<file path="config.mk">
export PLATFORM = sky130hd
export DESIGN_NAME = pipelined_cla_adder
export DESIGN_NICKNAME = d
export VERILOG_FILES = /design/src/rtl/pipelined_cla_adder.sv
export SDC_FILE = /design/constraint.sdc
export NUM_CORES = 1
export LEC_CHECK = 0
export ABC_AREA = 1
export BUFFER_PORTS_ARGS = -buffer_cell sky130_fd_sc_hd__buf_2
export CAP_MARGIN = 0
export CORE_MARGIN = 2
export CORE_UTILIZATION = 47
export CTS_CLUSTER_DIAMETER = 100
export DETAILED_ROUTE_END_ITERATION = 16
export PLACE_DENSITY = 0.74
export SYNTH_ARGS = -nofsm -noshare
export SYNTH_HDL_FRONTEND = slang
export SYNTH_SLANG_ARGS = --single-unit
</file>
<file path="constraint.sdc">
create_clock -name i_clk -period 2.3 [get_ports i_clk]
set_input_delay 0.46 -clock i_clk [delete_from_list [all_inputs] [get_ports i_clk]]
set_output_delay 0.46 -clock i_clk [all_outputs]
set_load 0.01 [all_outputs]
</file>
<file path="src/rtl/pipelined_cla_adder.sv">
// Pipelined two-level carry-lookahead adder/subtractor with valid/ready
// handshakes. Stage 0 holds bit/group propagate-generate terms, stage 1 the
// finished sum; any further stages are pure delay. With STAGES=1 the whole
// computation lands in a single register.
module pipelined_cla_adder #(
  parameter int unsigned WIDTH  = 8,
  parameter int unsigned BLOCK  = 4,
  parameter int unsigned STAGES = 2
) (
  input  logic             i_clk,
  input  logic             i_rst_n,
  input  logic             i_valid,
  output logic             o_ready,
  input  logic [WIDTH-1:0] i_add1,
  input  logic [WIDTH-1:0] i_add2,
  input  logic             i_mode,
  input  logic             i_cin,
  output logic             o_valid,
  input  logic             i_ready,
  output logic [WIDTH:0]   o_result,
  output logic             o_overflow
);

  localparam int unsigned NG  = WIDTH / BLOCK;
  // Number of result-holding stages and the stage index of the first one
  localparam int unsigned RS  = (STAGES > 1) ? STAGES - 1 : 1;
  localparam int unsigned OFF = STAGES - RS;

  // Front-end terms computed straight from the operands
  logic [WIDTH-1:0] b_eff;
  logic [WIDTH-1:0] fe_p;
  logic [WIDTH-1:0] fe_g;
  logic [NG-1:0]    fe_gg;
  logic [NG-1:0]    fe_gp;
  logic             fe_c0;

  // Back-end inputs: either registered front-end terms or the raw ones
  logic [WIDTH-1:0] be_p;
  logic [WIDTH-1:0] be_g;
  logic [NG-1:0]    be_gg;
  logic [NG-1:0]    be_gp;
  logic             be_c0;
  logic             be_mode;

  logic [NG:0]      be_gc;
  logic [WIDTH-1:0] be_bc;
  logic [WIDTH-1:0] be_sum;
  logic [WIDTH:0]   be_res;
  logic             be_ovf;

  // Handshake state
  logic [STAGES-1:0] v_q;
  logic [STAGES-1:0] in_v;
  logic [STAGES-1:0] take;

  logic [WIDTH:0]    res_q [RS];
  logic [RS-1:0]     ovf_q;

  // Per-bit propagate/generate; subtraction inverts B and the carry-in
  always_comb begin
    b_eff = i_mode ? ~i_add2 : i_add2;
    fe_p  = i_add1 ^ b_eff;
    fe_g  = i_add1 & b_eff;
    fe_c0 = i_mode ? ~i_cin : i_cin;
  end

  // Group generate/propagate, flat within each BLOCK-bit group
  always_comb begin : p_group
    logic term;
    term  = 1'b0;
    fe_gg = '0;
    fe_gp = '0;
    for (int j = 0; j < int'(NG); j++) begin
      fe_gp[j] = &fe_p[j*BLOCK +: BLOCK];
      for (int k = 0; k < int'(BLOCK); k++) begin
        term = fe_g[j*BLOCK+k];
        for (int m = k + 1; m < int'(BLOCK); m++) term = term & fe_p[j*BLOCK+m];
        fe_gg[j] = fe_gg[j] | term;
      end
    end
  end

  if (STAGES >= 2) begin : g_split
    logic [WIDTH-1:0] s1_p;
    logic [WIDTH-1:0] s1_g;
    logic [NG-1:0]    s1_gg;
    logic [NG-1:0]    s1_gp;
    logic             s1_c0;
    logic             s1_mode;

    // First stage captures lookahead terms together with mode and carry-in
    always_ff @(posedge i_clk or negedge i_rst_n) begin
      if (!i_rst_n) begin
        s1_p    <= '0;
        s1_g    <= '0;
        s1_gg   <= '0;
        s1_gp   <= '0;
        s1_c0   <= 1'b0;
        s1_mode <= 1'b0;
      end else if (take[0] && i_valid) begin
        s1_p    <= fe_p;
        s1_g    <= fe_g;
        s1_gg   <= fe_gg;
        s1_gp   <= fe_gp;
        s1_c0   <= fe_c0;
        s1_mode <= i_mode;
      end
    end

    assign be_p    = s1_p;
    assign be_g    = s1_g;
    assign be_gg   = s1_gg;
    assign be_gp   = s1_gp;
    assign be_c0   = s1_c0;
    assign be_mode = s1_mode;
  end else begin : g_flat
    assign be_p    = fe_p;
    assign be_g    = fe_g;
    assign be_gg   = fe_gg;
    assign be_gp   = fe_gp;
    assign be_c0   = fe_c0;
    assign be_mode = i_mode;
  end

  // Second-level lookahead across groups, then flat in-group bit carries
  always_comb begin : p_carry
    logic term;
    logic acc;
    term  = 1'b0;
    acc   = 1'b0;
    be_gc = '0;
    be_gc[0] = be_c0;
    for (int j = 1; j <= int'(NG); j++) begin
      acc = 1'b0;
      for (int k = 0; k < j; k++) begin
        term = be_gg[k];
        for (int m = k + 1; m < j; m++) term = term & be_gp[m];
        acc = acc | term;
      end
      term = be_c0;
      for (int m = 0; m < j; m++) term = term & be_gp[m];
      be_gc[j] = acc | term;
    end
    be_bc = '0;
    for (int j = 0; j < int'(NG); j++) begin
      for (int i = 0; i < int'(BLOCK); i++) begin
        term = be_gc[j];
        for (int m = 0; m < i; m++) term = term & be_p[j*BLOCK+m];
        acc = term;
        for (int k = 0; k < i; k++) begin
          term = be_g[j*BLOCK+k];
          for (int m = k + 1; m < i; m++) term = term & be_p[j*BLOCK+m];
          acc = acc | term;
        end
        be_bc[j*BLOCK+i] = acc;
      end
    end
    be_sum = be_p ^ be_bc;
    // Borrow is the inverted carry-out in subtract mode
    be_res = {be_mode ^ be_gc[NG], be_sum};
    // Operand signs agree exactly when the MSB propagate is 0; g then equals that sign
    be_ovf = ~be_p[WIDTH-1] & (be_sum[WIDTH-1] ^ be_g[WIDTH-1]);
  end

  // A stage may capture if it, or any stage after it, frees up this cycle
  always_comb begin : p_take
    logic acc;
    acc  = 1'b0;
    take = '0;
    in_v = '0;
    for (int i = 0; i < int'(STAGES); i++) begin
      acc = i_ready;
      for (int k = i; k < int'(STAGES); k++) acc = acc | ~v_q[k];
      take[i] = acc;
      in_v[i] = (i == 0) ? i_valid : v_q[i-1];
    end
  end

  // Stage valid bits advance with their entries
  always_ff @(posedge i_clk or negedge i_rst_n) begin
    if (!i_rst_n) begin
      v_q <= '0;
    end else begin
      for (int i = 0; i < int'(STAGES); i++) begin
        if (take[i]) v_q[i] <= in_v[i];
      end
    end
  end

  // Result stages load only real entries so an empty pipe keeps the last value
  always_ff @(posedge i_clk or negedge i_rst_n) begin
    if (!i_rst_n) begin
      for (int r = 0; r < int'(RS); r++) res_q[r] <= '0;
      ovf_q <= '0;
    end else begin
      if (take[OFF] && in_v[OFF]) begin
        res_q[0] <= be_res;
        ovf_q[0] <= be_ovf;
      end
      for (int r = 1; r < int'(RS); r++) begin
        if (take[OFF+r] && in_v[OFF+r]) begin
          res_q[r] <= res_q[r-1];
          ovf_q[r] <= ovf_q[r-1];
        end
      end
    end
  end

  assign o_ready    = take[0];
  assign o_valid    = v_q[STAGES-1];
  assign o_result   = res_q[RS-1];
  assign o_overflow = ovf_q[RS-1];

endmodule

</file>
**Yosys cells after proc, flatten, opt, wreduce, memory -nomap -nowiden**

Cells that the tools add are included.
W data, S select, Z words.

- Register bits: 34
- Output and inout bits: 12
- Word-level logic and storage cells: 78

- Mux-type cells: 2
- Bitwise gates (word level): 62
- Reductions and logical operators: 4

Operators with widths:

| cell | count |
|---|---|
| $and A1 B1 Y1 | 28 |
| $or A1 B1 Y1 | 24 |
| $xor A8 B8 Y8 | 2 |
| $and A8 B8 Y8 | 1 |
| $mux W8 | 1 |
| $not A8 Y8 | 1 |
| $reduce_and A4 Y1 | 2 |
| $not A1 Y1 | 4 |
| $logic_and A1 B1 Y1 | 2 |
| $xor A1 B1 Y1 | 2 |
| $mux W1 | 1 |

**Depth between registers and ports, before layout**

Gate-level depths: netlist of run 1.

- Depth in word-level cells: 11
- Gate-level depth with buffers: 9
- Depth with buffers taken out: 9

**Worst setup path after synthesis of run 1**

OpenSTA, ideal clock, no wires.

- Path type: in2reg
- Start: in i_mode
- End: reg g_split.s1_gg[1] (netlist: be_gg[1])
- Library setup time: 0.127 ns
- Data arrival time: 1.408 ns
- Data required time: 2.173 ns
- Setup slack: 0.765 ns
- Stages on the path: 7
- Buffers on the path: 1
- Cells stage by stage: buf_4 > xor2_1 > ha_1 > nand3_1 > nand3_1 > a21oi_1 > o21ai_0

- Elaborated cells on any way between the ends: 12
- Classes of those cells: mux: 1; bitwise: 11

RTL lines:

| what | RTL line | text |
|---|---|---|
| from (decl) | 16 | `input logic i_mode,` |
| $mux W8 (*) | 61 | `b_eff = i_mode ? ~i_add2 : i_add2;` |
| $xor A8 B8 Y8 (*) | 62 | `fe_p = i_add1 ^ b_eff;` |
| via fe_p[6] | 31 | `logic [WIDTH-1:0] fe_p;` |
| $and A1 B1 Y1 (2 in a row) | 77 | `for (int m = k + 1; m < int'(BLOCK); m++) term = term & fe_p[j*BLOCK+m];` |
| $or A1 B1 Y1 (*) (3 in a row) | 78 | `fe_gg[j] = fe_gg[j] \| term;` |
| to (signal assigned) | 103 | `s1_gg <= fe_gg;` |
| to (decl) | 86 | `logic [NG-1:0] s1_gg;` |

Mark *: on every way through the listed nets, which the timed path passes. The rest lies on a longest branch.
A chain may end at the register's enable or synchronous reset.

**Worst setup path after layout of run 1**

- Start: reg v_q[1]
- End: out o_ready

- Longest elaborated chain between the ends: 2

RTL lines:

| what | RTL line | text |
|---|---|---|
| from (decl) | 52 | `logic [STAGES-1:0] v_q;` |
| from (signal, indexed assignment) | 185 | `if (take[i]) v_q[i] <= in_v[i];` |
| $not A1 Y1 | 173 | `for (int k = i; k < int'(STAGES); k++) acc = acc \| ~v_q[k];` |
| $or A1 B1 Y1 | 173 |  |
| to (decl) | 13 | `output logic o_ready,` |

Every way passes these cells.

==> out/results.env, run 1 <==
SYNTH_TOP_FLOP_CELL='sky130_fd_sc_hd__dfrtp_1'
UNREPAIRED_SETUP_ENDPOINTS_AFTER_GLOBAL_ROUTING='false'
FINAL.FILL_COUNT=379
TIMING.RR.END='o_overflow$_DFFE_PN0P_'
SYNTH-EDFF-COUNT=0
CTS_TREE='done'
MOST_USED_STANDARD_CELL_BY_INSTANCE_COUNT_AFTER_SYNTHESIS='sky130_fd_sc_hd__nand2_1'
RESULT_OF_THE_RUN='completed'
SYNTH_WARNINGS=0
CTSRESIZECOUNT=0
NUMCTSBUFFERS=5
CELLLEAKAGEPOWER_uW=0.001037
GR-USAGE-MET3_PCT=5.556
YOSYSTOPAREACELL='sky130_fd_sc_hd__dfrtp_1'
IRDROPWORSTVDD_uV=375.7
SYNTHESIZED_NET_COUNT=235
CRITICAL_PATH.REG2REG.STARTPOINT='be_c0$_DFFE_PN0P_'
WORST-SETUP-PATH-TYPE='reg -> out'
MAX_CAP_VIOLATIONS=0
CTS_MAX_LEVEL=2
CRITICAL_PATH_PEAK_FANOUT=3
CRITICAL_PATH.STARTPOINT_TYPE='register'
VIAS=1348
CLK_TRANSITION_REPORTED_PATHS_NS=0.06
DRT-VIAS-PER-INSTANCE=4.713
TIGHTEST_SLEW_NS=0.7117
FINAL_LAYOUT_SIZE_SUFFIX_GT1_SHARE_PCT=19.75
CTS-ROOT-TO-SINK-BUFFERS=2
ENDPOINT_KIND='output port'
SETUP_TOTAL_NEGATIVE_SLACK_NS=0
CTS_NUM_SINKS=33
POWER.DENSITY_CELL_AREA_mW_PER_MM2=864.7
LAYOUT.AREA.SEQ_UM2=825.8
CLOCKROOTBUFFER='sky130_fd_sc_hd__clkbuf_8'
LAYOUT.NETS=269
R2R_CELLS=9
DETAIL_ROUTE.ITER0.VIOLATIONS=70
ROUTE.FINAL.WIRE_LENGTH_UM=3066
COMBINED_AREA_OF_THE_MULTI_INPUT_LOGIC_CELLS_UM2=792.0
FP.DIEW_UM=64.66
NUMBER_OF_HOLD_VIOLATIONS_IN_THE_FINAL_REPORT=0
CLOCK-SKEW-FINAL_NS=0.003407
POSTCTSHOLDBUFS=0
SYN_INST=203
GR_LAYER_USAGE_MET1_PCT=24.32
SEQ_AREA_FRAC_SYNTH_PCT=47.76
FMAX_MHz=700.5
CELLS_TAKING_THE_MOST_AREA_AFTER_SYNTHESIS='sky130_fd_sc_hd__dfrtp_1 48%, sky130_fd_sc_hd__nand2_1 16%, sky130_fd_sc_hd__ha_1 7.2%'
WORSTPATHARRIVAL_NS=0.97
LAYOUT_WORST_PATH_CYCLE_SHARE_PCT=62.06
INSERTION_DELAY_NS=0.27
PERIOD_MINUS_SLACK_NS=1.427
AREA.GROWTH.SYNTH_TO_FINAL_PCT=14.40
CORE_AREA_MM2=0.003606
SLEW_VIOLATIONS=0
HOLD_PATH_CLASS='in -> async'
SYNTH_LARGEST_TYPE_AREA_FRACTION_PCT=47.76
FINAL_CORE_UTILIZATION_PCT=54.86
GRT_ANTENNA_BEFORE_REPAIR=0
FIRST_GLOBAL_VIAS=1181
POST-CTS-SETUP-BUFFERS=0
R2R_SLACK_NS=0.93
SLEW_HEADROOM_PCT=52.55
PIN_COUNT_OF_THE_BIGGEST_NET_ENTERING_GLOBAL_ROUTING=34
DRTPASS1ITERATIONS=4
NUMBER_OF_LIBRARY_CELL_TYPES_MAPPED_BY_SYNTHESIS=22
ROUTE.DETAILED.DRC=0
STD_CELL_ROWS=22
SYNTH_AREA_MM2=0.001729
GRTUSAGETOTAL_PCT=16.78
FINALHOLDWORSTSLACK_NS=0.2341
POST_SYNTH.CELL_AREA_AVG_UM2=8.518
WORST_EP_REQUIRED_TIME_NS=1.84
INITIAL_CORE_UTILIZATION_PCT=47.95
IO_PINS=34
GROUTE.LAYER.MET2.USAGE_PCT=23.70
ANTENNA_LEFT=0
FINALSETUPVIOLCOUNT=0
IO_BUFFERS=33
DIE_AREA_MM2=0.004180
SYNTH_TOP_CELLS_BY_COUNT='74 x sky130_fd_sc_hd__nand2_1, 33 x sky130_fd_sc_hd__dfrtp_1, 20 x sky130_fd_sc_hd__nand3_1'
ANTENNADIODECOUNT=0
WL_PER_CELL_UM=10.72
GR-TOTAL-OVERFLOW=0
YS_SEQ_ELEMENTS=33
BUSIEST_LAYER_IN_GLOBAL_ROUTING='met1'
DIE_H_UM=64.66
FINALWEIGHTEDCONGESTION=0.7461
WIRE_LENGTH_OF_THE_FIRST_GLOBAL_ROUTING_PASS_UM=5395
SYNTHARSTFLOPSHARE_PCT=100.0
HPWL_UM=2305
==> area by class of cell <==
type	count	share of cell area [%]
sequential	33	41.75
inverter	14	2.783
timing repair buffer	33	8.349
clock buffer	8	4.048
multi-input combinational	150	40.04
tap	48	3.036
==> cells by family (layout without fill, tap and decap cells) <==
group	count (synthesis)	in the layout	synth area share, %
compound gates	21	21	6.874
xor+xnor	9	9	4.559
fa+ha+maj	10	10	7.236
buf+inv	20	55	6.440
flops	33	33	47.76
simple gates	110	110	27.14
==> through the flow <==
step | std cells | power, µW | setup slack [ns] | area (µm²)
2_1_floorplan | 203 | 1167 | 0.7655 | 1729
3_3_place_gp | 278 | 1318 | 0.6792 | 1898
3_5_place_dp | 278 | 1328 | 0.6374 | 1898
4_1_cts | 286 | 1739 | 0.8635 | 1978
5_1_grt | 286 | 1857 | 0.7893 | 1978
6_report | 286 | 1710 | 0.8725 | 1978
==> layout by cell type, fill, tap and decap left out <==
| cell type | count |
|---|---|
| sky130_fd_sc_hd__xor2_1 | 8 |
| sky130_fd_sc_hd__inv_4 | 1 |
| sky130_fd_sc_hd__nand3_1 | 20 |
| sky130_fd_sc_hd__nand4_1 | 2 |
| sky130_fd_sc_hd__o21ai_1 | 6 |
| sky130_fd_sc_hd__clkbuf_1 | 3 |
| sky130_fd_sc_hd__nand2_4 | 1 |
| sky130_fd_sc_hd__ha_1 | 10 |
| sky130_fd_sc_hd__nand2_2 | 3 |
| sky130_fd_sc_hd__clkbuf_8 | 5 |
| sky130_fd_sc_hd__or2_1 | 1 |
| sky130_fd_sc_hd__o21ai_0 | 6 |
| sky130_fd_sc_hd__nor3_1 | 2 |
| sky130_fd_sc_hd__dfrtp_1 | 33 |
| sky130_fd_sc_hd__nand3_2 | 1 |
| sky130_fd_sc_hd__xnor2_1 | 1 |
| sky130_fd_sc_hd__a21oi_1 | 4 |
| sky130_fd_sc_hd__nor2_1 | 6 |
| sky130_fd_sc_hd__nand2_1 | 74 |
| sky130_fd_sc_hd__a31oi_1 | 2 |
| sky130_fd_sc_hd__o21ai_2 | 3 |
| sky130_fd_sc_hd__buf_2 | 33 |
| sky130_fd_sc_hd__inv_1 | 13 |
==> worst max-delay path: stages (launching register included) <==
cell	delay, ns
sky130_fd_sc_hd__dfrtp_1	0.39
sky130_fd_sc_hd__nand3_2	0.14
sky130_fd_sc_hd__buf_2	0.17
==> registers in the layout, summed over array words and instances, names as in the netlist <==
register	cells
be_p	8
be_g	7
be_gg	2
o_overflow	1
v_q	2
be_mode	1
be_c0	1
o_result	9
be_gp	2
==> per-layer routing <==
metal	part of all wire [%]	routed length (µm)
met1	52	1589
met2	44	1351
met3	3.8	115
met4	0.33	10
met5	0	0
==> worst max path at each step <==
stage,startpoint,slack (ns),to
after floorplan,i_mode,0.77,be_gg[1]$_DFFE_PN0P_
after global placement,i_mode,0.68,be_gg[1]$_DFFE_PN0P_
after detailed placement,i_mode,0.64,be_gg[1]$_DFFE_PN0P_
after CTS,v_q[1]$_DFFE_PN0N_,0.86,o_ready
after global routing,i_mode,0.79,be_gg[1]$_DFFE_PN0P_
final,v_q[1]$_DFFE_PN0N_,0.87,o_ready
==> power breakdown <==
part / total [µW] / internal, µW / switching, µW / leakage (µW)
registers: 821 / 723 / 97.5 / 0.000409
logic: 491 / 206 / 284 / 0.000588
clock network: 399 / 215 / 185 / 0.0000395
No activity file was read; power rests on OpenSTA's default activity.
==> run 2: changes to the inputs <==
--- a/config.mk
+++ b/config.mk
@@ -5,14 +5,14 @@
 export SDC_FILE = /design/constraint.sdc
 export NUM_CORES = 1
 export LEC_CHECK = 0
-export ABC_AREA = 1
+export ABC_AREA = 0
 export BUFFER_PORTS_ARGS = -buffer_cell sky130_fd_sc_hd__buf_2
 export CAP_MARGIN = 0
 export CORE_MARGIN = 2
 export CORE_UTILIZATION = 47
 export CTS_CLUSTER_DIAMETER = 100
 export DETAILED_ROUTE_END_ITERATION = 16
-export PLACE_DENSITY = 0.74
+export PLACE_DENSITY = 0.76
 export SYNTH_ARGS = -nofsm -noshare
 export SYNTH_HDL_FRONTEND = slang
 export SYNTH_SLANG_ARGS = --single-unit
==> constraint.sdc (replaced) <==
create_clock -name i_clk -period 1.24 [get_ports i_clk]
set_input_delay 0.248 -clock i_clk [delete_from_list [all_inputs] [get_ports i_clk]]
set_output_delay 0.248 -clock i_clk [all_outputs]
set_load 0.01 [all_outputs]
==> out/results.env, run 2 <==
RESULT_OF_THE_RUN='complete, but fails checks'
FAILED_CHECKS='setup timing'
DRT-VIAS-PER-INSTANCE=5.392
DRTPASS1ITERATIONS=4
ANTENNADIODECOUNT=0
WORST_EP_REQUIRED_TIME_NS=1.42
CORE_AREA_MM2=0.003661
INITIAL_CORE_UTILIZATION_PCT=49.15
FIRST_GLOBAL_VIAS=1353
CTS_TREE='done'
CELLS_TAKING_THE_MOST_AREA_AFTER_SYNTHESIS='sky130_fd_sc_hd__dfrtp_1 46%, sky130_fd_sc_hd__mux2_4 15%, sky130_fd_sc_hd__ha_1 7.0%'
CRITICAL_PATH.STARTPOINT_TYPE='register'
TIMING.RR.END='o_result[7]$_DFFE_PN0P_'
CRITICAL_PATH_PEAK_FANOUT=4
FINAL_LAYOUT_SIZE_SUFFIX_GT1_SHARE_PCT=51.69
GR-TOTAL-OVERFLOW=0
WIRE_LENGTH_OF_THE_FIRST_GLOBAL_ROUTING_PASS_UM=6396
NUMBER_OF_LIBRARY_CELL_TYPES_MAPPED_BY_SYNTHESIS=33
SLEW_VIOLATIONS=0
IRDROPWORSTVDD_uV=1001
WL_PER_CELL_UM=15.69
YOSYSTOPAREACELL='sky130_fd_sc_hd__dfrtp_1'
CTS_MAX_LEVEL=2
MOST_USED_STANDARD_CELL_BY_INSTANCE_COUNT_AFTER_SYNTHESIS='sky130_fd_sc_hd__dfrtp_1'
FINALSETUPVIOLCOUNT=8
YS_SEQ_ELEMENTS=33
SYNTH_TOP_FLOP_CELL='sky130_fd_sc_hd__dfrtp_1'
STD_CELL_ROWS=22
SYNTH_WARNINGS=0
SETUP_TOTAL_NEGATIVE_SLACK_NS=-1.003
DIE_AREA_MM2=0.004339
CLK_TRANSITION_REPORTED_PATHS_NS=0.07
CAPTURE_ENDPOINT_OF_THE_WORST_HOLD_PATH='v_q[0]$_DFFE_PN0N_'
POWER.DENSITY_CELL_AREA_mW_PER_MM2=1537
HOLD-PATH-CELL-COUNT=2
ROUTE.DETAILED.DRC=0
R2R_CELLS=5
CTS-ROOT-TO-SINK-BUFFERS=2
SLEW_HEADROOM_PCT=74.30
FINAL_CRITICAL_PATH_SETUP_SLACK_NS=-0.2329
SEQ_AREA_FRAC_SYNTH_PCT=45.90
POST_SYNTH.CELL_AREA_AVG_UM2=12.85
INSERTION_DELAY_NS=0.28
GRT_ANTENNA_BEFORE_REPAIR=0
LAYOUT_WORST_PATH_CYCLE_SHARE_PCT=118.8
ANTENNA_LEFT=0
UNREPAIRED_SETUP_ENDPOINTS_AFTER_GLOBAL_ROUTING='true'
FINAL.FILL_COUNT=235
WORST-SETUP-PATH-TYPE='reg -> reg'
HPWL_UM=2928
FMAX_MHz=678.9
NUMCTSBUFFERS=5
SYN_INST=140
HP-START='i_valid'
PIN_COUNT_OF_THE_BIGGEST_NET_ENTERING_GLOBAL_ROUTING=34
SYNTH_AREA_MM2=0.001799
CLOCKROOTBUFFER='sky130_fd_sc_hd__clkbuf_8'
AREA.GROWTH.SYNTH_TO_FINAL_PCT=37.14
WORSTPATHARRIVAL_NS=1.66
CLOCK-SKEW-FINAL_NS=0.008028
GRTUSAGETOTAL_PCT=19.76
DETAIL_ROUTE.ITER0.VIOLATIONS=56
SYNTH_LARGEST_TYPE_AREA_FRACTION_PCT=45.90
LARGEST_REGISTER_FF_COUNT=9
FP.DIEW_UM=65.87
IO_PINS=34
IO_BUFFERS=33
SYNTHARSTFLOPSHARE_PCT=100.0
HOLD_PATH_CLASS='in -> reg'
DIE_H_UM=65.87
CTS_NUM_SINKS=33
TIGHTEST_SLEW_NS=0.3826
FINAL_CELL_MIX='32 x sky130_fd_sc_hd__dfrtp_1, 31 x sky130_fd_sc_hd__buf_2, 21 x sky130_fd_sc_hd__buf_4, 18 x sky130_fd_sc_hd__mux2_4, 9 x sky130_fd_sc_hd__xor2_1'
R2R_SLACK_NS=-0.23
SYNTH_TOP_CELLS_BY_COUNT='33 x sky130_fd_sc_hd__dfrtp_1, 18 x sky130_fd_sc_hd__mux2_4, 10 x sky130_fd_sc_hd__ha_1, 10 x sky130_fd_sc_hd__o21ai_0, 9 x sky130_fd_sc_hd__xor2_1'
ENDPOINT_KIND='register'
ROUTE.FINAL.WIRE_LENGTH_UM=4002
FINAL_CORE_UTILIZATION_PCT=67.40
MAX_CAP_VIOLATIONS=0
SYNTH-EDFF-COUNT=0
MOSTFREQUENTLAYOUTCELL='sky130_fd_sc_hd__dfrtp_1'
PERIOD_MINUS_SLACK_NS=1.473
FINALWEIGHTEDCONGESTION=0.7917
CELLLEAKAGEPOWER_uW=0.001223
CRITICAL_PATH.REG2REG.STARTPOINT='be_gp[0]$_DFFE_PN0P_'
NUMBER_OF_HOLD_VIOLATIONS_IN_THE_FINAL_REPORT=0
VIAS=1375
LAYOUT.NETS=238
SYNTHESIZED_NET_COUNT=172
## run 2: cell types whose count changed after synthesis, moves of 4 or more
| cell | change |
|---|---|
| sky130_fd_sc_hd__o21ai_1 | -6 |
| sky130_fd_sc_hd__a21boi_0 | +5 |
| sky130_fd_sc_hd__o31ai_1 | +6 |
| sky130_fd_sc_hd__o21ai_0 | +4 |
| sky130_fd_sc_hd__nor2_1 | -6 |
| sky130_fd_sc_hd__mux2_4 | +18 |
| sky130_fd_sc_hd__nand2_1 | -71 |
| sky130_fd_sc_hd__inv_1 | -9 |
| sky130_fd_sc_hd__nand3_1 | -18 |
## run 2: logic make-up (layout without fill, tap and decap cells)
| logic type | count (synthesis) | in the layout | synth area share (%) |
|---|---|---|---|
| buffers and inverters | 7 | 74 | 3.338 |
| AND/OR/NAND/NOR | 20 | 20 | 7.580 |
| XOR/XNOR | 9 | 9 | 4.381 |
| flip-flops | 33 | 33 | 45.90 |
| adder cells (fa/ha/maj) | 10 | 10 | 6.954 |
| multiplexers | 23 | 23 | 18.01 |
| AO/OA/AOI/OAI | 38 | 38 | 13.84 |
## run 2: metrics by stage
step	power [µW]	hold slack (ns)	cells	cell area [µm²]	worst slack (ns)
3_3_place_gp	2689	0.2112	242	2210	-0.2646
5_1_grt	4012	0.2599	255	2467	-0.2961
4_1_cts	3707	0.2085	251	2364	-0.2293
2_1_floorplan	2259	-0.04759	140	1827	-0.1496
3_5_place_dp	2766	0.2141	242	2210	-0.3468
6_report	3793	0.2537	255	2467	-0.2329
## run 2: worst max-delay path by stage
stage                    startpoint                 endpoint  slack [ns]  depth (start not counted)
6_report       be_gp[0]$_DFFE_PN0P_  o_result[7]$_DFFE_PN0P_       -0.23                          5
5_1_grt        be_gp[0]$_DFFE_PN0P_   o_overflow$_DFFE_PN0P_       -0.30                          5
4_1_cts        be_gp[0]$_DFFE_PN0P_   o_overflow$_DFFE_PN0P_       -0.23                          5
3_5_place_dp                 i_mode     be_gg[0]$_DFFE_PN0P_       -0.35                          6
3_3_place_gp                 i_mode     be_gg[0]$_DFFE_PN0P_       -0.26                          6
2_1_floorplan                i_mode     be_gg[0]$_DFFE_PN0P_       -0.15                          6
## run 2: final cells by class
class | instances | area (µm²) | area share, %
Clock inverter | 1 | 5.005 | 0.2028
Timing Repair Buffer | 62 | 464.2 | 18.81
Clock buffer | 7 | 96.34 | 3.905
Inverter | 4 | 15.01 | 0.6085
Tap cell | 48 | 60.06 | 2.434
Multi-Input combinational cell | 100 | 999.7 | 40.52
Sequential cell | 33 | 827.0 | 33.52
## run 2: critical path, stage by stage (launching register included)
cell and delay, ns:
sky130_fd_sc_hd__dfrtp_1 0.39, sky130_fd_sc_hd__a21o_1 0.24, sky130_fd_sc_hd__ha_4 0.19, sky130_fd_sc_hd__o211ai_1 0.21, sky130_fd_sc_hd__a21boi_1 0.10, sky130_fd_sc_hd__o31ai_1 0.23
## run 2: layer usage
layer	global-route usage (%)	part of all wire, %	vias to the layer above
met5	0	0	-
met2	32.70	52	42
met3	5.451	4.9	7
li1	-	-	653
met4	8.333	1.5	0
met1	24.14	42	673
## run 2: repair_timing
item | 4_1_cts | 5_1_grt
setup endpoints to repair | 10 | 22
endpoints found under the hold margin | 33 | 0
gates resized for setup | 10 | 14
pin swaps | 6 | 6
setup buffers | 0 | 4
cloned | 0 | 1
hold buffers | 1 | 0
## run 2: power breakdown
part | switching, µW | total [µW] | internal (µW)
Clock | 376 | 877 | 501
Sequential | 234 | 1580 | 1340
Combinational | 570 | 1340 | 771
Total | 1180 | 3790 | 2610
